### src/rtl/video_timing_gen.sv
// Raster timing generator: dot/line counters with hsync/vsync/blank decode and a validated shadow timing set applied at frame wrap.
// Outputs are registered and aligned with dot_x/line_y, one clock after each ce cycle; pause freezes counting, outputs and apply.
module video_timing_gen #(
  parameter int unsigned DEF_H_TOTAL  = 2048,
  parameter int unsigned DEF_H_ACTIVE = 1600,
  parameter int unsigned DEF_HS_START = 1664,
  parameter int unsigned DEF_HS_LEN   = 152,
  parameter int unsigned DEF_V_TOTAL  = 312,
  parameter int unsigned DEF_V_ACTIVE = 270,
  parameter int unsigned DEF_VS_START = 290,
  parameter int unsigned DEF_VS_LEN   = 3
) (
  input  logic        clk32,
  input  logic        reset,
  input  logic        ce,
  input  logic        pause,
  input  logic        cfg_load,
  input  logic [11:0] cfg_h_total,
  input  logic [11:0] cfg_h_active,
  input  logic [11:0] cfg_hs_start,
  input  logic [11:0] cfg_hs_len,
  input  logic [8:0]  cfg_v_total,
  input  logic [8:0]  cfg_v_active,
  input  logic [8:0]  cfg_vs_start,
  input  logic [8:0]  cfg_vs_len,
  output logic        hsync,
  output logic        vsync,
  output logic        hblank,
  output logic        vblank,
  output logic [11:0] dot_x,
  output logic [8:0]  line_y,
  output logic        frame_start,
  output logic        cfg_err
);

  typedef struct packed {
    logic [11:0] h_total;
    logic [11:0] h_active;
    logic [11:0] hs_start;
    logic [11:0] hs_len;
    logic [8:0]  v_total;
    logic [8:0]  v_active;
    logic [8:0]  vs_start;
    logic [8:0]  vs_len;
  } timing_t;

  typedef enum logic [1:0] {
    CFG_IDLE    = 2'd0,
    CFG_CHECK   = 2'd1,
    CFG_PENDING = 2'd2
  } cfg_state_t;

  localparam timing_t DEF_SET = '{
    h_total:  12'(DEF_H_TOTAL),
    h_active: 12'(DEF_H_ACTIVE),
    hs_start: 12'(DEF_HS_START),
    hs_len:   12'(DEF_HS_LEN),
    v_total:  9'(DEF_V_TOTAL),
    v_active: 9'(DEF_V_ACTIVE),
    vs_start: 9'(DEF_VS_START),
    vs_len:   9'(DEF_VS_LEN)
  };

  cfg_state_t  cfg_state_q, cfg_state_d;
  timing_t     active_q, active_d;
  timing_t     pending_q, pending_d;
  timing_t     cfg_in;
  timing_t     dec;
  logic [11:0] dot_q, dot_d, dot_nx;
  logic [8:0]  line_q, line_d, line_nx;
  logic        hsync_q, hsync_d;
  logic        vsync_q, vsync_d;
  logic        hblank_q, hblank_d;
  logic        vblank_q, vblank_d;
  logic        frame_start_q, frame_start_d;
  logic        cfg_err_q, cfg_err_d;
  logic        advance, dot_last, line_last, wrap;
  logic        set_bad, cfg_apply;
  logic [12:0] hs_sum;
  logic [9:0]  vs_sum;
  logic [11:0] hs_end;
  logic [8:0]  vs_end;

  assign cfg_in = '{
    h_total:  cfg_h_total,
    h_active: cfg_h_active,
    hs_start: cfg_hs_start,
    hs_len:   cfg_hs_len,
    v_total:  cfg_v_total,
    v_active: cfg_v_active,
    vs_start: cfg_vs_start,
    vs_len:   cfg_vs_len
  };

  assign advance   = ce && !pause;
  assign dot_last  = (dot_q == active_q.h_total - 12'd1);
  assign line_last = (line_q == active_q.v_total - 9'd1);
  assign wrap      = dot_last && line_last;

  always_comb begin
    set_bad = (pending_q.h_total < 12'd64)
           || (pending_q.v_total < 9'd16)
           || (pending_q.h_active > pending_q.h_total)
           || (pending_q.v_active > pending_q.v_total)
           || (pending_q.hs_start >= pending_q.h_total)
           || (pending_q.hs_len >= pending_q.h_total)
           || (pending_q.vs_start >= pending_q.v_total)
           || (pending_q.vs_len >= pending_q.v_total);
  end

  // Config FSM: state register
  always_ff @(posedge clk32 or posedge reset) begin
    if (reset) begin
      cfg_state_q <= CFG_IDLE;
    end else begin
      cfg_state_q <= cfg_state_d;
    end
  end

  // Config FSM: next state; a fresh load always restarts validation
  always_comb begin
    cfg_state_d = cfg_state_q;
    unique case (cfg_state_q)
      CFG_IDLE: begin
        if (cfg_load) cfg_state_d = CFG_CHECK;
      end
      CFG_CHECK: begin
        if (cfg_load)     cfg_state_d = CFG_CHECK;
        else if (set_bad) cfg_state_d = CFG_IDLE;
        else              cfg_state_d = CFG_PENDING;
      end
      CFG_PENDING: begin
        if (cfg_load)       cfg_state_d = CFG_CHECK;
        else if (cfg_apply) cfg_state_d = CFG_IDLE;
      end
      default: cfg_state_d = CFG_IDLE;
    endcase
  end

  // Config FSM: outputs. A load on the wrap cycle still applies the old pending set.
  always_comb begin
    cfg_apply = (cfg_state_q == CFG_PENDING) && advance && wrap;
    cfg_err_d = (cfg_state_q == CFG_CHECK) && !cfg_load && set_bad;
    pending_d = cfg_load ? cfg_in : pending_q;
  end

  always_comb begin
    dot_nx  = dot_q + 12'd1;
    line_nx = line_q;
    if (dot_last) begin
      dot_nx  = '0;
      line_nx = line_last ? '0 : line_q + 9'd1;
    end
  end

  // Decode against the set that will be live for the next counter value
  always_comb begin
    dec    = cfg_apply ? pending_q : active_q;
    hs_sum = {1'b0, dec.hs_start} + {1'b0, dec.hs_len};
    vs_sum = {1'b0, dec.vs_start} + {1'b0, dec.vs_len};
    hs_end = dec.hs_start + dec.hs_len - ((hs_sum >= {1'b0, dec.h_total}) ? dec.h_total : 12'd0);
    vs_end = dec.vs_start + dec.vs_len - ((vs_sum >= {1'b0, dec.v_total}) ? dec.v_total : 9'd0);
  end

  always_comb begin
    dot_d         = dot_q;
    line_d        = line_q;
    hsync_d       = hsync_q;
    vsync_d       = vsync_q;
    hblank_d      = hblank_q;
    vblank_d      = vblank_q;
    frame_start_d = frame_start_q;
    active_d      = active_q;
    if (!pause) begin
      frame_start_d = 1'b0;
      if (ce) begin
        dot_d         = dot_nx;
        line_d        = line_nx;
        frame_start_d = wrap;
        hblank_d      = (dot_nx >= dec.h_active);
        vblank_d      = (line_nx >= dec.v_active);
        if (cfg_apply) begin
          active_d = pending_q;
          hsync_d  = 1'b0;
          vsync_d  = 1'b0;
        end else begin
          if (dec.hs_len == '0)              hsync_d = 1'b0;
          else if (dot_nx == dec.hs_start)   hsync_d = 1'b1;
          else if (dot_nx == hs_end)         hsync_d = 1'b0;
          // vsync edges are aligned to the hsync rising dot
          if (dec.vs_len == '0)              vsync_d = 1'b0;
          else if (dot_nx == dec.hs_start) begin
            if (line_nx == dec.vs_start)     vsync_d = 1'b1;
            else if (line_nx == vs_end)      vsync_d = 1'b0;
          end
        end
      end
    end
  end

  always_ff @(posedge clk32 or posedge reset) begin
    if (reset) begin
      active_q      <= DEF_SET;
      pending_q     <= DEF_SET;
      dot_q         <= '0;
      line_q        <= '0;
      hsync_q       <= 1'b0;
      vsync_q       <= 1'b0;
      hblank_q      <= 1'b0;
      vblank_q      <= 1'b0;
      frame_start_q <= 1'b0;
      cfg_err_q     <= 1'b0;
    end else begin
      active_q      <= active_d;
      pending_q     <= pending_d;
      dot_q         <= dot_d;
      line_q        <= line_d;
      hsync_q       <= hsync_d;
      vsync_q       <= vsync_d;
      hblank_q      <= hblank_d;
      vblank_q      <= vblank_d;
      frame_start_q <= frame_start_d;
      cfg_err_q     <= cfg_err_d;
    end
  end

  assign hsync       = hsync_q;
  assign vsync       = vsync_q;
  assign hblank      = hblank_q;
  assign vblank      = vblank_q;
  assign dot_x       = dot_q;
  assign line_y      = line_q;
  assign frame_start = frame_start_q;
  assign cfg_err     = cfg_err_q;

endmodule
### config.mk
export PLATFORM = sky130hd
export DESIGN_NAME = video_timing_gen
export DESIGN_NICKNAME = d
export VERILOG_FILES = /design/src/rtl/video_timing_gen.sv
export SDC_FILE = /design/constraint.sdc
export NUM_CORES = 1
export LEC_CHECK = 0
export CORE_MARGIN = 5
export CORE_UTILIZATION = 60
export CTS_BUF_LIST = sky130_fd_sc_hd__clkbuf_4 sky130_fd_sc_hd__clkbuf_8 sky130_fd_sc_hd__clkbuf_16
export DETAILED_ROUTE_END_ITERATION = 8
export PLACE_DENSITY_LB_ADDON = 0.05
export SLEW_MARGIN = 20
export SYNTH_ARGS = -nofsm -noshare
export SYNTH_HDL_FRONTEND = slang
export SYNTH_SLANG_ARGS = --single-unit
export TNS_END_PERCENT = 1
### constraint.sdc
create_clock -name clk32 -period 11.95 [get_ports clk32]
set_input_delay 2.9875 -clock clk32 [delete_from_list [all_inputs] [get_ports clk32]]
set_output_delay 2.9875 -clock clk32 [all_outputs]
set_load 0.01 [all_outputs]
==> results.json <==
{
  "status": "finished clean",
  "clock.fmax_mhz": 88.1,
  "antenna_found_initial": 0,
  "wl_per_cell_um": 19.9,
  "postLayoutCellArea_sq_um": 16300,
  "postSynthAreaPerCell_sq_um": 9.38,
  "critPathKind": "primary input to register",
  "final_util_pct": 69.7,
  "yosys.area.top_type_share_pct": 26.6,
  "holdPathEnd": "active_q[17]",
  "syn_inst": 1514,
  "place.gp.congestion": 0.964,
  "cp_top_family": "compound AO/OA/AOI/OAI gates",
  "required_ps": 12300,
  "period_minus_slack_ps": 11350,
  "post_cts_resized": 0,
  "sequentialPowerShare_pct": 37.2,
  "fin_total_pwr_mw": 2.16,
  "synthArstFlopShare_pct": 100,
  "ys_types": 86,
  "swShare_pct": 37.4,
  "initial_core_util_pct": 60.7,
  "synth_fp_nets": 1772,
  "net-switching-power_mw": 0.807,
  "postLayoutSetupSlackWorst_ps": 603,
  "htreeDepth": 4,
  "io_buffers": 115,
  "synth_edf_count": 0,
  "leakagePower_nw": 8.03,
  "ir_drop_mv": 0.102,
  "hold_class": "register to register",
  "clk_latency_ps": 460,
  "cp-start-kind": "primary input",
  "tightest_slew_ps": 1190,
  "pin_count": 116,
  "rrSetupSlack_ps": 1730,
  "dieArea_sq_um": 26800,
  "worstHoldStart": "active_q[17]",
  "min_path_cells": 2,
  "maxSlewHeadroom_pct": 19.8,
  "dr.pass1.iters": 8,
  "maxCapViolCount": 0,
  "cts_tree": "built",
  "p_int_mw": 1.35,
  "fin_nets": 1874,
  "wirelength_um": 38700,
  "skew_ps": 20.8,
  "arrival_ps": 11690,
  "wl_met1_um": 15800,
  "reg2reg_depth": 38,
  "cts_buffers": 17,
  "met3_length_um": 1480,
  "setup_tns_ps": 0,
  "grt-ovfl-total": 0,
  "vias": 11300,
  "power_per_cell_area_nw_per_um2": 132,
  "cts_sinks": 197,
  "dr.first_iter.drc_count": 794,
  "rsz0062_at_grt": "no",
  "root_buffer": "clkbuf_16",
  "fin_cells": 1948,
  "r2r-start": "active_q[72]",
  "fillers": 1914,
  "synth_area_leader_cell": "dfrtp_1",
  "finalMaxSlewViolations": 0,
  "areaGrowthSynthToFinish_pct": 14.9,
  "dieWidth_um": 164,
  "ys_ff_latch": 197,
  "drc": 0,
  "grt_pass1_vias": 11500,
  "setup_viol": 0,
  "insertedDiodeCount": 0,
  "grt.total_usage_pct": 29.5,
  "holdWs_ps": 479,
  "end_kind": "register",
  "syn_area_sq_um": 14200,
  "route.met2.wl_um": 19700,
  "synth_area_leaders": "dfrtp_1 (27%), ha_1 (13%), dfstp_2 (8.5%)",
  "grt_max_degree": 128,
  "coreArea_sq_um": 23400,
  "hold_violations": 0,
  "routed_via_density": 5.79,
  "yosysSeqAreaShare_pct": 35.1,
  "clkTransAtPathRegs_ps": 90,
  "hold_buffers": 0,
  "slowest_delay_ps": 550,
  "drive_gt1_share_pct": 11.9,
  "dpl.hpwl_um": 30100,
  "place_ws_ps": 304,
  "die_y_um": 164,
  "crit_fanout": 17,
  "rows": 56,
  "place_area_sq_um": 15600,
  "cp.buffers_inverters": 2,
  "r2r-end": "hsync",
  "p_clk_share_pct": 30.1,
  "dr.max_layer_used": "met4",
  "ys_warn_count": 0,
  "critPathSlowestCell": "nor2b_1",
  "min_period_over_period_pct": 95.0,
  "synth_flop_cell": "dfrtp_1",
  "placed_cells": 1916,
  "p_comb_share_pct": 32.7,
  "cts_setup_buffers": 0,
  "grt_pass1_wl_um": 61100,
  "clockBufferDepth": 2,
  "ant_nets": 0
}
[power by group through the flow]
stage          Clock, mW  Sequential, mW  Combinational, mW
2_1_floorplan          0           0.788              0.467
3_3_place_gp           0           0.811              0.684
3_5_place_dp           0           0.812              0.697
4_1_cts            0.662           0.800              0.704
5_1_grt            0.682           0.808              0.773
6_report           0.650           0.802              0.705
[layout by cell type, fill, tap and decap left out, types with 5 or more instances in the layout]
cell	instances
a21o_1	32
a21oi_1	78
a31oi_1	6
and2_1	5
and3_1	11
buf_4	19
clkbuf_16	17
clkdlybuf4s50_1	114
clkinv_8	5
dfrtp_1	151
dfstp_2	46
fa_1	16
ha_1	153
inv_1	157
mux2_2	69
mux2i_1	35
nand2_1	175
nand2b_1	20
nand3_1	22
nand4_1	15
nor2_1	79
nor2b_1	25
nor3_1	20
nor4_1	10
o21a_1	8
o21ai_0	90
o21bai_1	10
o31ai_1	10
or3_1	8
xnor2_1	82
xor2_1	36
[cells in the mapped netlist, types with 11 or more instances]
| cell | n |
|---|---|
| o21ai_0 | 90 |
| dfstp_2 | 46 |
| mux2i_1 | 35 |
| nand4_1 | 15 |
| nand3_1 | 22 |
| xor2_1 | 36 |
| fa_1 | 16 |
| nand2b_1 | 20 |
| nand2_1 | 175 |
| dfrtp_1 | 151 |
| inv_1 | 158 |
| and3_1 | 11 |
| nor2_1 | 79 |
| a21o_1 | 32 |
| xnor2_1 | 82 |
| mux2_2 | 69 |
| ha_1 | 153 |
| nor2b_1 | 25 |
| a21oi_1 | 78 |
| nor3_1 | 20 |
| clkbuf_1 | 32 |
[per-layer routing]
| metal | GRT usage, % | vias up |
|---|---|---|
| met5 | 0 | - |
| met4 | 13.9 | 0 |
| met3 | 3.16 | 111 |
| met2 | 52.8 | 323 |
| met1 | 35.6 | 5446 |
| li1 | - | 5404 |
[kinds of logic (layout without fill, tap and decap cells)]
group / Yosys count / in the layout / share of synthesized area, %
multiplexers: 107 / 107 / 8.29
buffers and inverters: 211 / 326 / 6.02
adder cells (fa/ha/maj): 171 / 171 / 15.9
AND/OR/NAND/NOR: 420 / 420 / 14.3
AO/OA/AOI/OAI: 290 / 290 / 13.1
XOR/XNOR: 118 / 118 / 7.28
flip-flops: 197 / 197 / 35.1
[worst reg2reg max path: cells and delay by family (launching register included)]
family,cells,cell delay (ps)
AO/OA/AOI/OAI,17,3950
XOR/XNOR,3,600
adder cells (fa/ha/maj),5,1730
buffers and inverters,2,210
multiplexers,1,440
AND/OR/NAND/NOR,10,2660
flip-flops,1,490
[final cells by class]
type | instances | area, sq um | area share [%]
Timing Repair Buffer | 133 | 1280 | 7.87
Sequential cell | 197 | 4990 | 30.6
Tap cell | 319 | 399 | 2.45
Inverter | 161 | 612 | 3.75
Clock inverter | 15 | 241 | 1.48
Multi-Input combinational cell | 1106 | 8360 | 51.3
Clock buffer | 17 | 425 | 2.61
[flip-flops by register name, summed over array words and instances, names as in the netlist, 2 cells and up]
| signal | cells |
|---|---|
| active_q | 84 |
| line_y | 9 |
| cfg_state_q | 2 |
| pending_q | 84 |
| dot_x | 12 |
[worst max-delay path by stage]
stage | endpoint | slack [ps] | startpoint | cells after the start
2_1_floorplan | vsync | 1100 | pause | 40
3_3_place_gp | hsync | 510 | pause | 36
3_5_place_dp | hsync | 300 | pause | 36
4_1_cts | hsync | 710 | pause | 36
5_1_grt | hsync | 40 | pause | 39
6_report | hsync | 600 | pause | 36
Note: power is estimated with default switching activity, not from simulation.
